[src/rtl/riscv_ctrl_pkg.sv]
`default_nettype none
// ============================================================================
// Module      : riscv_ctrl_pkg
// Description : Shared definitions for the multicycle RV32I control unit.
//               It holds the FSM state encoding, the opcode constants, the
//               datapath select codes and the ALU control codes.
// Revision    : 1.0 - initial release
// ============================================================================
package riscv_ctrl_pkg;

    typedef enum logic [3:0] {
        S_FETCH    = 4'd0,
        S_DECODE   = 4'd1,
        S_MEMADR   = 4'd2,
        S_MEMREAD  = 4'd3,
        S_MEMWB    = 4'd4,
        S_MEMWRITE = 4'd5,
        S_EXECUTER = 4'd6,
        S_EXECUTEI = 4'd7,
        S_ALUWB    = 4'd8,
        S_JAL      = 4'd9,
        S_BEQ      = 4'd10
    } state_t;

    // Opcodes
    localparam logic [6:0] C_OP_LOAD   = 7'b0000011;
    localparam logic [6:0] C_OP_STORE  = 7'b0100011;
    localparam logic [6:0] C_OP_RTYPE  = 7'b0110011;
    localparam logic [6:0] C_OP_ITYPE  = 7'b0010011;
    localparam logic [6:0] C_OP_JAL    = 7'b1101111;
    localparam logic [6:0] C_OP_BRANCH = 7'b1100011;

    // result_src
    localparam logic [1:0] C_RES_ALUOUT  = 2'b00;
    localparam logic [1:0] C_RES_MEMDATA = 2'b01;
    localparam logic [1:0] C_RES_ALURES  = 2'b10;

    // alu_src_a
    localparam logic [1:0] C_SRCA_PC    = 2'b00;
    localparam logic [1:0] C_SRCA_OLDPC = 2'b01;
    localparam logic [1:0] C_SRCA_REGA  = 2'b10;

    // alu_src_b
    localparam logic [1:0] C_SRCB_REGB  = 2'b00;
    localparam logic [1:0] C_SRCB_IMM   = 2'b01;
    localparam logic [1:0] C_SRCB_FOUR  = 2'b10;

    // imm_src
    localparam logic [1:0] C_IMM_I = 2'b00;
    localparam logic [1:0] C_IMM_S = 2'b01;
    localparam logic [1:0] C_IMM_B = 2'b10;
    localparam logic [1:0] C_IMM_J = 2'b11;

    // alu_op (internal between FSM and ALU decoder)
    localparam logic [1:0] C_ALUOP_ADD   = 2'b00;
    localparam logic [1:0] C_ALUOP_SUB   = 2'b01;
    localparam logic [1:0] C_ALUOP_FUNCT = 2'b10;

    // alu_control
    localparam logic [2:0] C_ALU_ADD = 3'b000;
    localparam logic [2:0] C_ALU_SUB = 3'b001;
    localparam logic [2:0] C_ALU_AND = 3'b010;
    localparam logic [2:0] C_ALU_OR  = 3'b011;
    localparam logic [2:0] C_ALU_XOR = 3'b100;
    localparam logic [2:0] C_ALU_SLT = 3'b101;

endpackage
`default_nettype wire

[src/rtl/alu_decoder.sv]
`default_nettype none
// ============================================================================
// Module      : alu_decoder
// Description : Maps the FSM's ALU operation class and the instruction
//               function fields to an ALU control code.
//   alu_op      in  2  00 add, 01 sub, 10 decode from funct3
//   funct3      in  3  instr[14:12]
//   op5         in  1  instr[5], distinguishes R-type from I-type
//   funct7b5    in  1  instr[30]
//   alu_control out 3  ALU operation code
// Revision    : 1.0 - initial release
// ============================================================================
module alu_decoder
    import riscv_ctrl_pkg::*;
(
    input  logic [1:0] alu_op,
    input  logic [2:0] funct3,
    input  logic       op5,
    input  logic       funct7b5,
    output logic [2:0] alu_control
);

    always_comb begin
        alu_control = C_ALU_ADD;
        case (alu_op)
            C_ALUOP_ADD: alu_control = C_ALU_ADD;
            C_ALUOP_SUB: alu_control = C_ALU_SUB;
            C_ALUOP_FUNCT: begin
                case (funct3)
                    // funct7b5 is part of the immediate on I-type (addi),
                    // so subtract only when the instruction is R-type.
                    3'b000:  alu_control = (op5 & funct7b5) ? C_ALU_SUB : C_ALU_ADD;
                    3'b100:  alu_control = C_ALU_XOR;
                    3'b010:  alu_control = C_ALU_SLT;
                    3'b110:  alu_control = C_ALU_OR;
                    3'b111:  alu_control = C_ALU_AND;
                    default: alu_control = C_ALU_ADD;
                endcase
            end
            default: alu_control = C_ALU_ADD;
        endcase
    end

endmodule
`default_nettype wire

[src/rtl/multicycle_control.sv]
`default_nettype none
// ============================================================================
// Module      : multicycle_control
// Description : Moore FSM controller for the multicycle RV32I datapath.
//               It drives all mux selects, the write enables and the ALU
//               control code.
//   clk, reset          clock, asynchronous active-high reset
//   op/funct3/funct7b5  instruction fields from the instruction register
//   zero                ALU zero flag (used in BEQ only)
//   pc_write, ir_write, mem_write, reg_write   write enables
//   adr_src, result_src, alu_src_a, alu_src_b, imm_src   mux selects
//   alu_control         ALU operation code
//   illegal_instr       one-cycle pulse in DECODE on an unsupported opcode
// Revision    : 1.0 - initial release
// ============================================================================
module multicycle_control
    import riscv_ctrl_pkg::*;
(
    input  logic       clk,
    input  logic       reset,
    input  logic [6:0] op,
    input  logic [2:0] funct3,
    input  logic       funct7b5,
    input  logic       zero,
    output logic       pc_write,
    output logic       adr_src,
    output logic       mem_write,
    output logic       ir_write,
    output logic [1:0] result_src,
    output logic [1:0] alu_src_a,
    output logic [1:0] alu_src_b,
    output logic [1:0] imm_src,
    output logic [2:0] alu_control,
    output logic       reg_write,
    output logic       illegal_instr
);

    state_t     state_q;
    state_t     state_d;

    logic       w_pc_update;
    logic       w_branch;
    logic       w_mem_write;
    logic       w_ir_write;
    logic       w_reg_write;
    logic       w_illegal;
    logic [1:0] w_alu_op;

    always_ff @(posedge clk or posedge reset) begin
        if (reset) begin
            state_q <= S_FETCH;
        end else begin
            state_q <= state_d;
        end
    end

    always_comb begin
        state_d     = S_FETCH;
        w_pc_update = 1'b0;
        w_branch    = 1'b0;
        w_mem_write = 1'b0;
        w_ir_write  = 1'b0;
        w_reg_write = 1'b0;
        w_illegal   = 1'b0;
        w_alu_op    = C_ALUOP_ADD;
        adr_src     = 1'b0;
        result_src  = C_RES_ALUOUT;
        alu_src_a   = C_SRCA_PC;
        alu_src_b   = C_SRCB_REGB;

        case (state_q)
            S_FETCH: begin
                w_ir_write  = 1'b1;
                w_pc_update = 1'b1;
                alu_src_b   = C_SRCB_FOUR;
                result_src  = C_RES_ALURES;
                state_d     = S_DECODE;
            end
            S_DECODE: begin
                // Branch/jump target is computed here from OldPC + imm.
                alu_src_a = C_SRCA_OLDPC;
                alu_src_b = C_SRCB_IMM;
                case (op)
                    C_OP_LOAD,
                    C_OP_STORE:  state_d = S_MEMADR;
                    C_OP_RTYPE:  state_d = S_EXECUTER;
                    C_OP_ITYPE:  state_d = S_EXECUTEI;
                    C_OP_JAL:    state_d = S_JAL;
                    C_OP_BRANCH: state_d = S_BEQ;
                    default: begin
                        state_d   = S_FETCH;
                        w_illegal = 1'b1;
                    end
                endcase
            end
            S_MEMADR: begin
                alu_src_a = C_SRCA_REGA;
                alu_src_b = C_SRCB_IMM;
                state_d   = op[5] ? S_MEMWRITE : S_MEMREAD;
            end
            S_MEMREAD: begin
                adr_src = 1'b1;
                state_d = S_MEMWB;
            end
            S_MEMWB: begin
                result_src  = C_RES_MEMDATA;
                w_reg_write = 1'b1;
                state_d     = S_FETCH;
            end
            S_MEMWRITE: begin
                adr_src     = 1'b1;
                w_mem_write = 1'b1;
                state_d     = S_FETCH;
            end
            S_EXECUTER: begin
                alu_src_a = C_SRCA_REGA;
                w_alu_op  = C_ALUOP_FUNCT;
                state_d   = S_ALUWB;
            end
            S_EXECUTEI: begin
                alu_src_a = C_SRCA_REGA;
                alu_src_b = C_SRCB_IMM;
                w_alu_op  = C_ALUOP_FUNCT;
                state_d   = S_ALUWB;
            end
            S_ALUWB: begin
                w_reg_write = 1'b1;
                state_d     = S_FETCH;
            end
            S_JAL: begin
                // PC <- target (ALUOut from DECODE); ALU forms OldPC + 4.
                alu_src_a   = C_SRCA_OLDPC;
                alu_src_b   = C_SRCB_FOUR;
                w_pc_update = 1'b1;
                state_d     = S_ALUWB;
            end
            S_BEQ: begin
                alu_src_a = C_SRCA_REGA;
                w_alu_op  = C_ALUOP_SUB;
                w_branch  = 1'b1;
                state_d   = S_FETCH;
            end
            default: begin
                state_d = S_FETCH;
            end
        endcase
    end

    // funct3[0] inverts the sense of zero: 000 = beq, 001 = bne.
    // Write enables are suppressed while reset is held so an abandoned
    // instruction cannot touch architectural state.
    assign pc_write      = ~reset & (w_pc_update | (w_branch & (zero ^ funct3[0])));
    assign ir_write      = ~reset & w_ir_write;
    assign mem_write     = ~reset & w_mem_write;
    assign reg_write     = ~reset & w_reg_write;
    assign illegal_instr = ~reset & w_illegal;

    always_comb begin
        imm_src = C_IMM_I;
        case (op)
            C_OP_LOAD,
            C_OP_ITYPE:  imm_src = C_IMM_I;
            C_OP_STORE:  imm_src = C_IMM_S;
            C_OP_BRANCH: imm_src = C_IMM_B;
            C_OP_JAL:    imm_src = C_IMM_J;
            default:     imm_src = C_IMM_I;
        endcase
    end

    alu_decoder u_alu_decoder (
        .alu_op      (w_alu_op),
        .funct3      (funct3),
        .op5         (op[5]),
        .funct7b5    (funct7b5),
        .alu_control (alu_control)
    );

endmodule
`default_nettype wire

[config.mk]
export PLATFORM = sky130hd
export DESIGN_NAME = multicycle_control
export DESIGN_NICKNAME = d
export VERILOG_FILES = /design/src/rtl/riscv_ctrl_pkg.sv /design/src/rtl/alu_decoder.sv /design/src/rtl/multicycle_control.sv
export SDC_FILE = /design/constraint.sdc
export NUM_CORES = 1
export LEC_CHECK = 0
export ABC_AREA = 1
export ABC_CLOCK_PERIOD_IN_PS = 3600
export CAP_MARGIN = 0
export CORE_MARGIN = 2
export CORE_UTILIZATION = 40
export CTS_CLUSTER_DIAMETER = 40
export DETAILED_ROUTE_END_ITERATION = 6
export PLACE_DENSITY_LB_ADDON = 0.25
export SLEW_MARGIN = 15
export SYNTH_ARGS = -nofsm -noshare
export SYNTH_HDL_FRONTEND = slang
export SYNTH_SLANG_ARGS = --single-unit
[constraint.sdc]
create_clock -name clk -period 3.6 [get_ports clk]
set_clock_uncertainty 0.05 [all_clocks]
set_input_delay 0.36 -clock clk [delete_from_list [all_inputs] [get_ports clk]]
set_output_delay 0.36 -clock clk [all_outputs]
set_load 0.01 [all_outputs]
* Yosys cells after proc, flatten, opt, wreduce, memory -nomap -nowiden
Cells that the tools add are included.
** Operators by class
- Equality and inequality tests :: 22
- Multiplexer cells :: 19
- Bitwise gates (word level) :: 10
- Reductions and logical operators :: 12
** Operators with widths (count)
- case mux 4 bit (5 select lines) :: 2
- equality test 4 x 3 -> 1 bit, second input constant :: 4
- case mux 2 bit (2 select lines) :: 4
- case mux 3 bit (5 select lines) :: 1
- equality test 7 x 6 -> 1 bit, second input constant :: 2
- equality test 7 bit, second input constant :: 2
- equality test 4 bit, second input constant :: 3
- OR reduction 2 bit :: 6
- equality test 3 bit, second input constant :: 3
- two-way mux 1 bit :: 9
- equality test 4 x 2 -> 1 bit, second input constant :: 2
- AND 1 bit :: 7
- equality test 7 x 2 -> 1 bit, second input constant :: 1
- equality test 7 x 5 -> 1 bit, second input constant :: 1
- case mux 2 bit (3 select lines) :: 1
- case mux 3 bit (2 select lines) :: 1
- OR reduction 3 bit :: 2
- OR reduction 6 bit :: 1
- equality test 4 x 1 -> 1 bit, second input constant :: 1
- zero test 4 bit :: 1
- OR reduction 4 bit :: 1
- equality test 3 x 2 -> 1 bit, second input constant :: 1
- zero test 3 bit :: 1
- two-way mux 3 bit :: 1
- 5 further kinds :: 5
** Storage, ports and cells
- Flip-flop bits (word level) :: 4
- Input port bits :: 14
- Output and inout port bits :: 17
- Word-level logic and storage cells :: 64

* Logic depth before layout (Yosys ltp)
Gate-level depths: netlist of run 1.
- Word-level depth :: 5
- Depth in mapped cells :: 8
- Gate-level depth less buffers :: 8

* By module
From an unflattened synthesis of run 1, not the netlist that was laid out.
** Unflattened totals
- Cell total of the unflattened synthesis :: 107
- Area, all modules :: 600.6 um^2
** Modules (own cells, without submodules)
- multicycle_control :: instances 1, cells each 86, area each 486.7 um^2, sequential area each 100.1 um^2
- alu_decoder :: instances 1, cells each 21, area each 113.9 um^2, sequential area each 0.0 um^2

* Worst setup path before layout of run 1
Ideal clock, no wire load.
- Kind :: flip-flop to output port
- Start point :: register state_q[2]
- End point :: output alu_control[2]
- Data arrival time :: 1334 ps
- Data required time :: 3190 ps
- Slack :: 1856 ps
- Cell stages (with the launch flop) :: 7
- Path buffers :: 0
- Cell sequence :: dfrtp_1 > inv_2 > nor2_2 > nand2_1 > ha_1 > nor3_1 > and3_1
** On the way
- Cells in the longest elaborated chain, start to end :: 5
- Elaborated cells on any way between the ends :: 8
- Those cells by class :: eq/ne: 5; mux: 2; reduce/logical: 1
** RTL lines
- start: declaration :: line multicycle_control.sv:38 : state_t state_q;
- start signal: assignment :: line multicycle_control.sv:53 : state_q <= state_d;
- equality test 4 x 3 -> 1 bit :: line multicycle_control.sv:71 : case (state_q)
- OR reduction 2 bit (no source line)
- case mux 2 bit (2 select lines) * :: line multicycle_control.sv:71
- equality test 2 bit / equality test 2 x 1 -> 1 bit (equally long branches) :: line alu_decoder.sv:25 : case (alu_op)
- case mux 3 bit (2 select lines) * :: line alu_decoder.sv:25
- end: declaration :: line multicycle_control.sv:33 : output logic [2:0] alu_control,
Mark *: on every way between the ends. The rest lies on a longest branch, timed or not.

* Worst setup path in the final report of run 1
Ends and elaborated chain as after synthesis.

==> results of run 1 <==
==> worst max-delay path: cells and delay by family (launching register included) <==
family	cells	cell delay, ps
buffers and inverters	2	600
and+or+nand+nor	4	580
DFF	1	440
adders and majority gates	1	310
==> worst max-delay path by stage <==
stage	to	slack (ps)	cells past startpoint
6_report	alu_control[2]	1020	7
5_1_grt	alu_control[2]	870	7
4_1_cts	alu_control[2]	1010	7
3_5_place_dp	imm_src[0]	1260	7
3_3_place_gp	imm_src[0]	1250	6
2_1_floorplan	alu_control[2]	1860	6
==> through the flow <==
| stage | area, µm² | utilization, % | power [mW] | std cells |
|---|---|---|---|---|
| 2_1_floorplan | 544 | - | 0.189 | 94 |
| 3_3_place_gp | 863 | 67.2 | 0.295 | 139 |
| 3_5_place_dp | 863 | 67.2 | 0.298 | 139 |
| 4_1_cts | 886 | 68.9 | 0.354 | 142 |
| 5_1_grt | 886 | 68.9 | 0.373 | 142 |
| 6_report | 886 | 68.9 | 0.350 | 142 |
==> cell usage in the layout (no fill, tap or decap) <==
cell and instances:
nand2_4 1, o21ai_2 1, clkdlybuf4s50_1 30, clkbuf_4 3
dfrtp_1 4, clkinv_4 1, and3_1 1, ha_1 2
nor2_2 5, xor2_1 1, nor2_4 1, inv_1 15
o22ai_1 1, nor2_1 11, nor3_1 2, nand3_1 7
nand2_2 6, nand2_1 23, a21oi_1 1, o21ai_0 4
inv_2 4, nor4_1 1, a21oi_2 1, clkinv_2 1
==> cell families after synthesis <==
group                      count (synthesis)  synth area share (%)
buffers and inverters                     21                  15.6
and+or+nand+nor                           58                  50.8
AOI/OAI and AO/OA                          8                  8.97
xor gates and xnor gates                   1                  1.61
DFF                                        4                  18.4
adders and majority gates                  2                  4.60
==> metal layers <==
metal,vias up,GRT usage (%)
li1,362,-
met1,263,21.9
met5,-,0
met2,23,28.9
met3,0,3.26
met4,0,7.50
==> final cells by class <==
| type | count | area [µm²] | area share, % |
|---|---|---|---|
| Tap cell | 15 | 18.8 | 2.12 |
| Clock buffer | 3 | 22.5 | 2.54 |
| Inverter | 21 | 85.1 | 9.60 |
| Multi-Input combinational cell | 69 | 359 | 40.5 |
| Sequential cell | 4 | 100 | 11.3 |
| Timing Repair Buffer | 30 | 300 | 33.9 |
==> power groups by stage <==
stage	registers (mW)	logic, mW	clock network, mW
2_1_floorplan	0.0654	0.124	0
3_3_place_gp	0.0686	0.226	0
3_5_place_dp	0.0689	0.229	0
4_1_cts	0.0682	0.231	0.0551
5_1_grt	0.0706	0.248	0.0548
6_report	0.0686	0.228	0.0534
==> metrics.cfg, run 1 <==
[outcome]
run_status=complete, no violations

[worst_setup_path]
r2r-end=state_q[2]$_DFF_PP0_
cp_data_required_time_ps=3190
worstPathArrival_ps=2170
rrSetupSlack_ps=2480
r2r_cells=4
r2r-start=state_q[1]$_DFF_PP0_
cp-end-kind=output pin
critical_path_peak_fanout=5
startpoint=state_q[2]$_DFF_PP0_
slowest_delay_ps=530
critPathSlowestCell=clkdlybuf4s50_1
worstSetupStartpointType=register
path_cells=inv_2 > nor2_2 > nand2_1 > ha_1 > nor3_1 > and3_1 > clkdlybuf4s50_1
critical_path_class=reg2out

[sta]
setup_viol=0
relSlewSlack_pct=82.5
tns_ps=0
holdWs_ps=432
fin_crit_ps=2580
post-route-period-util_pct=71.5
rsz0062_at_grt=false
hold_viol=0
worstMarginPinSlew_ps=263
fin_ws_ps=1020
max_freq_mhz=388
slew_viol_final=0

[clock_tree]
hold_buffers=0
h-tree-depth=1
cts_tree=built
clock_sinks=4
postCtsSetupBuffers=0
clk_latency_ps=230
ctsResizeCount=0
root_buffer=clkbuf_4
clk_pin_slew_ps=40
cts_made_buffers=3
clk_path_buf_depth=2

[detailed_routing]
drtAntennaViolNets=0
met2_length_um=637
routedWlPerCell_um=9.12
vias=648
route.detailed.drc=0
route.met3.wl_um=80
routed_wl_mm=1.30
vias_per_cell=4.56
top_layer_used=met3
drt-met1-wl_um=577
drt_iter0_drc=19
first_pass_iters=4

[placed_design]
place_congestion=0.789
hpwl_mm=1.09
port_buffers=30
post-place-ws_ps=1260

[final_layout]
reg_top3=state_q: 4 flops
area_delta_synth_final_pct=62.8
largest_register_ffs=4
top_register=state_q
fillers=123
antenna_cells=0
fin_nets=145
drive_gt1_share_pct=18.9

[die]
core_region_area_mm2=0.00128
initial_core_util_pct=42.4
design.die.area_mm2=0.00167
dieWidth_um=40.9
io_pins=31
rows=13
die_y_um=40.9

[pwr]
p_clk_share_pct=15.3
p_comb_share_pct=65.1
seq_power_share_pct=19.6
switching_share_pct=41.9
cellLeakagePower_nw=0.443
power.internal_mw=0.203
switchingPower_mw=0.147
peakVddDrop_v=0.000227
power_density_mw_per_mm2=395

[synth]
synth_nets=110
ys_warn_count=0
synth_flop_cell=dfrtp_1
synth.yosys.seq_area_share_pct=18.4
yosysTopAreaCellShare_pct=18.4
yosysMostFrequentCell=nand2_1
synth.area.top_cells=dfrtp_1 18%, nand2_1 16%, inv_1 10%
synth_seq_cells=4
synth_common_cells=23 x nand2_1, 15 x inv_1, 11 x nor2_1
synth_edf_count=0
synth_area_um2=544
syn_avg_cell_area_um2=5.79
async_flop_share_pct=100
synthCells=94
yosys.area.top_type=dfrtp_1
synth_cell_types=22

[run]
drv_cap=0

[grt]
grt_pass1_vias=481
grt_overflow=0
grt_start_max_net_pins=8
grt_pass1_wl_mm=1.89
grt_antenna_before_repair=0
grtUsageTotal_pct=17.5

[hold_path]
hold_path.class=in2async

Note: power is estimated with default switching activity, not from simulation.
==> run 2, diff against run 1 <==
ABC_CLOCK_PERIOD_IN_PS = 2600   (was 3600)
CORE_UTILIZATION = 37   (was 40)
clock period = 2.6 ns   (was 3.6 ns; I/O delays follow)
==> run 2 against run 1 <==
Compared with the run above: via count grew 2.9%; sequential cell count is the same; combinational power grew 39%; largest cell class unchanged; highest routed layer unchanged.
==> metrics.cfg, run 2 (same netlist as run 1, synthesis figures left out) <==
[outcome]
run_status=complete, no violations

[sta]
relSlewSlack_pct=83.3  ; +0.80 points
tns_ps=0  ; unchanged
setup_viol=0  ; unchanged
hold_viol=0  ; unchanged
max_freq_mhz=408
rsz0062_at_grt=false
fin_crit_ps=2450
worstMarginPinSlew_ps=248  ; -14.3 ps
post-route-period-util_pct=94.4
slew_viol_final=0  ; unchanged

[final_layout]
antenna_cells=0  ; unchanged
instances_no_fill=142  ; unchanged
largest_register_ffs=4  ; unchanged
fin_nets=145  ; unchanged
reg_top3=state_q: 4 flops
final_cell_mix=30 x clkdlybuf4s50_1, 23 x nand2_1, 15 x inv_1
top_register=state_q
final_common_cell=clkdlybuf4s50_1
area_delta_synth_final_pct=64.1
drive_gt1_share_pct=20.5  ; +1.6 points

[detailed_routing]
first_pass_iters=4  ; unchanged
routed_wl_mm=1.33  ; +2.3%
drt_iter0_drc=9  ; -10
vias_per_cell=4.70  ; +2.9%
drtAntennaViolNets=0  ; unchanged
routedWlPerCell_um=9.33  ; +2.3%
route.detailed.drc=0  ; unchanged
vias=667  ; +2.9%

[worst_setup_path]
cp_data_required_time_ps=2290  ; -900 ps
r2r-end=state_q[2]$_DFF_PP0_
cp-end-kind=output pin
rrSetupSlack_ps=1480  ; -1000 ps
r2r_cells=6  ; +2
critical_path_peak_fanout=6  ; +1
worstPathArrival_ps=2140  ; -30 ps
critical_path_class=reg2out
worstSetupStartpointType=register
r2r-start=state_q[0]$_DFF_PP0_

[clock_tree]
cts_tree=built
clock_sinks=4  ; unchanged
clk_pin_slew_ps=40  ; about the same
h-tree-depth=1  ; unchanged
cts_made_buffers=3  ; unchanged
hold_buffers=0  ; unchanged
clk_path_buf_depth=2  ; unchanged
root_buffer=clkbuf_4
clk_latency_ps=230  ; about the same
postCtsSetupBuffers=0  ; unchanged

[placed_design]
place_congestion=0.907  ; +15%
hpwl_mm=1.14  ; +4.7%
port_buffers=30  ; unchanged
dp.cells=139  ; unchanged

[die]
die_y_um=42.4  ; +3.6%
io_pins=31  ; unchanged
initial_core_util_pct=40.8  ; -1.5 points
core_region_area_mm2=0.00133  ; +3.8%
rows=13  ; unchanged
dieWidth_um=42.4  ; +3.6%
design.die.area_mm2=0.00179  ; +7.3%

[run]
drv_cap=0  ; unchanged

[grt]
grt.met3_usage_pct=4.31  ; +1.0 points
grt_start_max_net_pins=8  ; unchanged
gr-usage-met2_pct=28.0  ; -0.91 points
grt_pass1_wl_mm=2.23  ; +18%
grt_pass1_vias=581  ; +21%
met1_usage_pct=19.5  ; -2.4 points
grt_busiest_layer=met2
grt_overflow=0  ; unchanged
grt_antenna_before_repair=0  ; unchanged
grtUsageTotal_pct=15.5  ; -1.9 points

[pwr]
peakVddDrop_v=0.000471  ; +110%
power_density_mw_per_mm2=546  ; +38%
cellLeakagePower_nw=0.440  ; -0.66%

[hold_path]
hold_path.class=in2async

==> run 2: cell counts in the layout (fill, tap and decap cells not counted) <==
No cell type changed its count.
==> run 2: where the power goes <==
group	switching [mW]	total [mW]	internal, mW
logic	0.159	0.317	0.157
registers	0.0227	0.0958	0.0732
clock network	0.0237	0.0753	0.0515
==> run 2: worst max path at each step <==
stage | from | to | slack (ps) | depth (start not counted)
6_report | state_q[1]$_DFF_PP0_ | alu_control[2] | 150 | 8
5_1_grt | state_q[1]$_DFF_PP0_ | alu_control[2] | 2 | 8
4_1_cts | state_q[2]$_DFF_PP0_ | alu_control[2] | 100 | 7
3_5_place_dp | state_q[2]$_DFF_PP0_ | alu_control[2] | 350 | 7
3_3_place_gp | state_q[2]$_DFF_PP0_ | alu_control[2] | 400 | 7
2_1_floorplan | state_q[2]$_DFF_PP0_ | alu_control[2] | 960 | 6
==> run 2: worst max-delay path, stage by stage, from the launching register on <==
cell and delay [ps]:
dfrtp_1 470, inv_2 70, nor2_2 140, nand2_2 80
clkinv_2 60, ha_1 230, nor3_1 160, and3_1 170
clkdlybuf4s50_1 530
==> run 2: final cells by class <==
type                       instances  area [µm²]
sequential                         4         103
fill                             132         440
multi-input combinational         69         364
tap                               15        18.8
inverter                          21        85.1
timing repair buffer              30         300
clock buffer                       3        22.5
==> run 2: per-stage QoR <==
| stage | util, % | total power, mW | hold WS [ps] | setup WS (ps) | instance area, µm² |
|---|---|---|---|---|---|
| floorplan | - | 0.262 | -8.09 | 956 | 544 |
| global placement | 64.7 | 0.412 | 569 | 405 | 863 |
| detailed placement | 64.7 | 0.413 | 568 | 347 | 863 |
| CTS | 66.4 | 0.494 | 321 | 102 | 886 |
| global route | 67.0 | 0.525 | 346 | 1.50 | 893 |
| finish | 67.0 | 0.488 | 327 | 147 | 893 |
==> run 2: metal layers <==
layer  vias to the layer above  wire, µm  share of wire, %
met5                         -         0                 0
met3                         0        84               6.3
met1                       280       593                45
met2                        25       647                49
met4                         0         0                 0
li1                        362         -                 -
==> run 2: what timing repair did <==
item | in CTS | in global routing
gates resized for setup | 0 | 3
endpoints found under the hold margin | 0 | 0
endpoints found under the setup margin | 0 | 1
==> run 3, diff against run 2 <==
PLACE_DENSITY = 0.74   (was unset)
PLACE_DENSITY_LB_ADDON = unset   (was 0.25)
==> run 3 against run 2 <==
Compared with the run above: global-route usage increased by 0.62 points; worst hold slack got worse by 3.6 ps; non-clock buffer count is the same; maximum frequency down 0.47%; routed wire length is 2.0% higher; clock-buffer cell count stayed put; first-iteration DRC count up 11%; final cell count unchanged; die area unchanged; combinational power barely moved; setup slack got worse by 12 ps; critical endpoint unchanged.
==> metrics.cfg, run 3 (same netlist as run 1, synthesis figures left out) <==
[outcome]
run_status=complete, no violations

[clock_tree]
clk_path_buf_depth=2  ; unchanged
clk_pin_slew_ps=40  ; about the same
cts_tree=built
clk_latency_ps=230  ; about the same
cts_made_buffers=3  ; unchanged
root_buffer=clkbuf_4
hold_buffers=0  ; unchanged
clock_sinks=4  ; unchanged
h-tree-depth=1  ; unchanged

[final_layout]
drive_gt1_share_pct=19.7  ; -0.79 points
antenna_cells=0  ; unchanged
instances_no_fill=142  ; unchanged
seqCellArea_um2=101  ; -1.2%
multiInputGateArea_um2=359  ; -1.4%
fillers=123  ; -6.8%
largest_register_ffs=4  ; unchanged
reg_top3=state_q: 4 flops
final_cell_mix=30 x clkdlybuf4s50_1, 23 x nand2_1, 15 x inv_1
final_common_cell=clkdlybuf4s50_1
finalCoreUtilization_pct=66.5  ; -0.47 points
area_delta_synth_final_pct=63.0
top_register=state_q
fin_nets=145  ; unchanged

[worst_setup_path]
worstPathArrival_ps=2150  ; about the same
critical_path_class=reg2out
cp_data_required_time_ps=2290  ; about the same
worstSetupStartpointType=register
critical_path_peak_fanout=6  ; unchanged
cp-end-kind=output pin

[grt]
grt_antenna_before_repair=0  ; unchanged
grtUsageTotal_pct=16.2  ; +0.62 points
grt_pass1_wl_mm=2.24  ; +0.63%
grt_pass1_vias=587  ; +1.0%
grt_overflow=0  ; unchanged
grt_start_max_net_pins=8  ; unchanged

[placed_design]
hpwl_mm=1.13  ; -0.71%
port_buffers=30  ; unchanged
dp.cells=139  ; unchanged
place_congestion=0.811  ; -11%

[sta]
fin_crit_ps=2460  ; +11.6 ps
hold_viol=0  ; unchanged
relSlewSlack_pct=81.8  ; -1.4 points
worstMarginPinSlew_ps=272  ; +24.0 ps
tns_ps=0  ; unchanged
setup_viol=0  ; unchanged
rsz0062_at_grt=false
slew_viol_final=0  ; unchanged
max_freq_mhz=406  ; -0.47%
post-route-period-util_pct=94.8  ; +0.44 points

[pwr]
peakVddDrop_v=0.000288  ; -39%
finalPower_mw=0.486  ; -0.44%
power_density_mw_per_mm2=547  ; +0.26%
cellLeakagePower_nw=0.442  ; +0.29%

[detailed_routing]
drt_iter0_drc=10  ; +1
routed_wl_mm=1.35  ; +2.0%
route.detailed.drc=0  ; unchanged
first_pass_iters=4  ; unchanged
vias=658  ; -1.3%
routedWlPerCell_um=9.52  ; +2.0%
vias_per_cell=4.63  ; -1.3%
drtAntennaViolNets=0  ; unchanged

[die]
die_y_um=42.4  ; unchanged
design.die.area_mm2=0.00179  ; unchanged
initial_core_util_pct=40.8  ; unchanged
core_region_area_mm2=0.00133  ; unchanged
io_pins=31  ; unchanged
rows=13  ; unchanged
dieWidth_um=42.4  ; unchanged

[hold_path]
hold_path.class=in2async

[run]
drv_cap=0  ; unchanged

==> run 3: routing by layer <==
metal	GRT usage, %	up-vias	share of wire, %
li1	-	356	-
met1	19.0	278	44
met2	27.7	24	50
met3	2.59	0	6.0
met4	8.75	0	0
met5	0	-	0
==> run 3: repair_timing <==
| item | CTS | global route |
|---|---|---|
| setup endpoints to repair | 0 | 1 |
| gates resized for setup | 0 | 1 |
| setup buffers | 0 | 0 |
==> run 3: where the power goes <==
part	total (mW)	internal, mW	switching, mW
logic	0.317	0.157	0.160
registers	0.0941	0.0731	0.0210
clock network	0.0746	0.0514	0.0232
==> run 3: stage by stage <==
step	hold slack [ps]	worst slack [ps]	cell area, µm²
after CTS	316	118	886
after detailed placement	554	362	863
after global routing	363	26.9	887
after floorplan	-8.09	956	544
after global placement	564	408	863
final	323	135	887
==> run 3: critical path, stage by stage (launching register included) <==
cell,delay [ps]
dfrtp_1,490
inv_2,70
nor2_2,140
nand2_2,80
clkinv_2,60
ha_1,230
nor3_1,150
and3_1,170
clkdlybuf4s50_1,530
==> run 3: layout make-up <==
cell class,count,share of cell area [%]
multi-input combinational,69,40.5
timing repair buffer,30,33.9
sequential,4,11.4
inverter,21,9.59
clock buffer,3,2.54
tap,15,2.12
==> run 3: path summary, 6_finish.rpt <==
kind                                       from                   end  slack [ps]  cells past startpoint
hold reg to reg            state_q[2]$_DFF_PP0_  state_q[2]$_DFF_PP0_         640                      3
setup reg to reg           state_q[1]$_DFF_PP0_  state_q[2]$_DFF_PP0_        1440                      4
setup / recovery           state_q[1]$_DFF_PP0_        alu_control[2]         140                      8
max in group asynchronous                 reset  state_q[2]$_DFF_PP0_        1960                      2
hold / removal                            reset  state_q[1]$_DFF_PP0_         320                      2
min in group clk                          op[4]  state_q[2]$_DFF_PP0_         610                      3
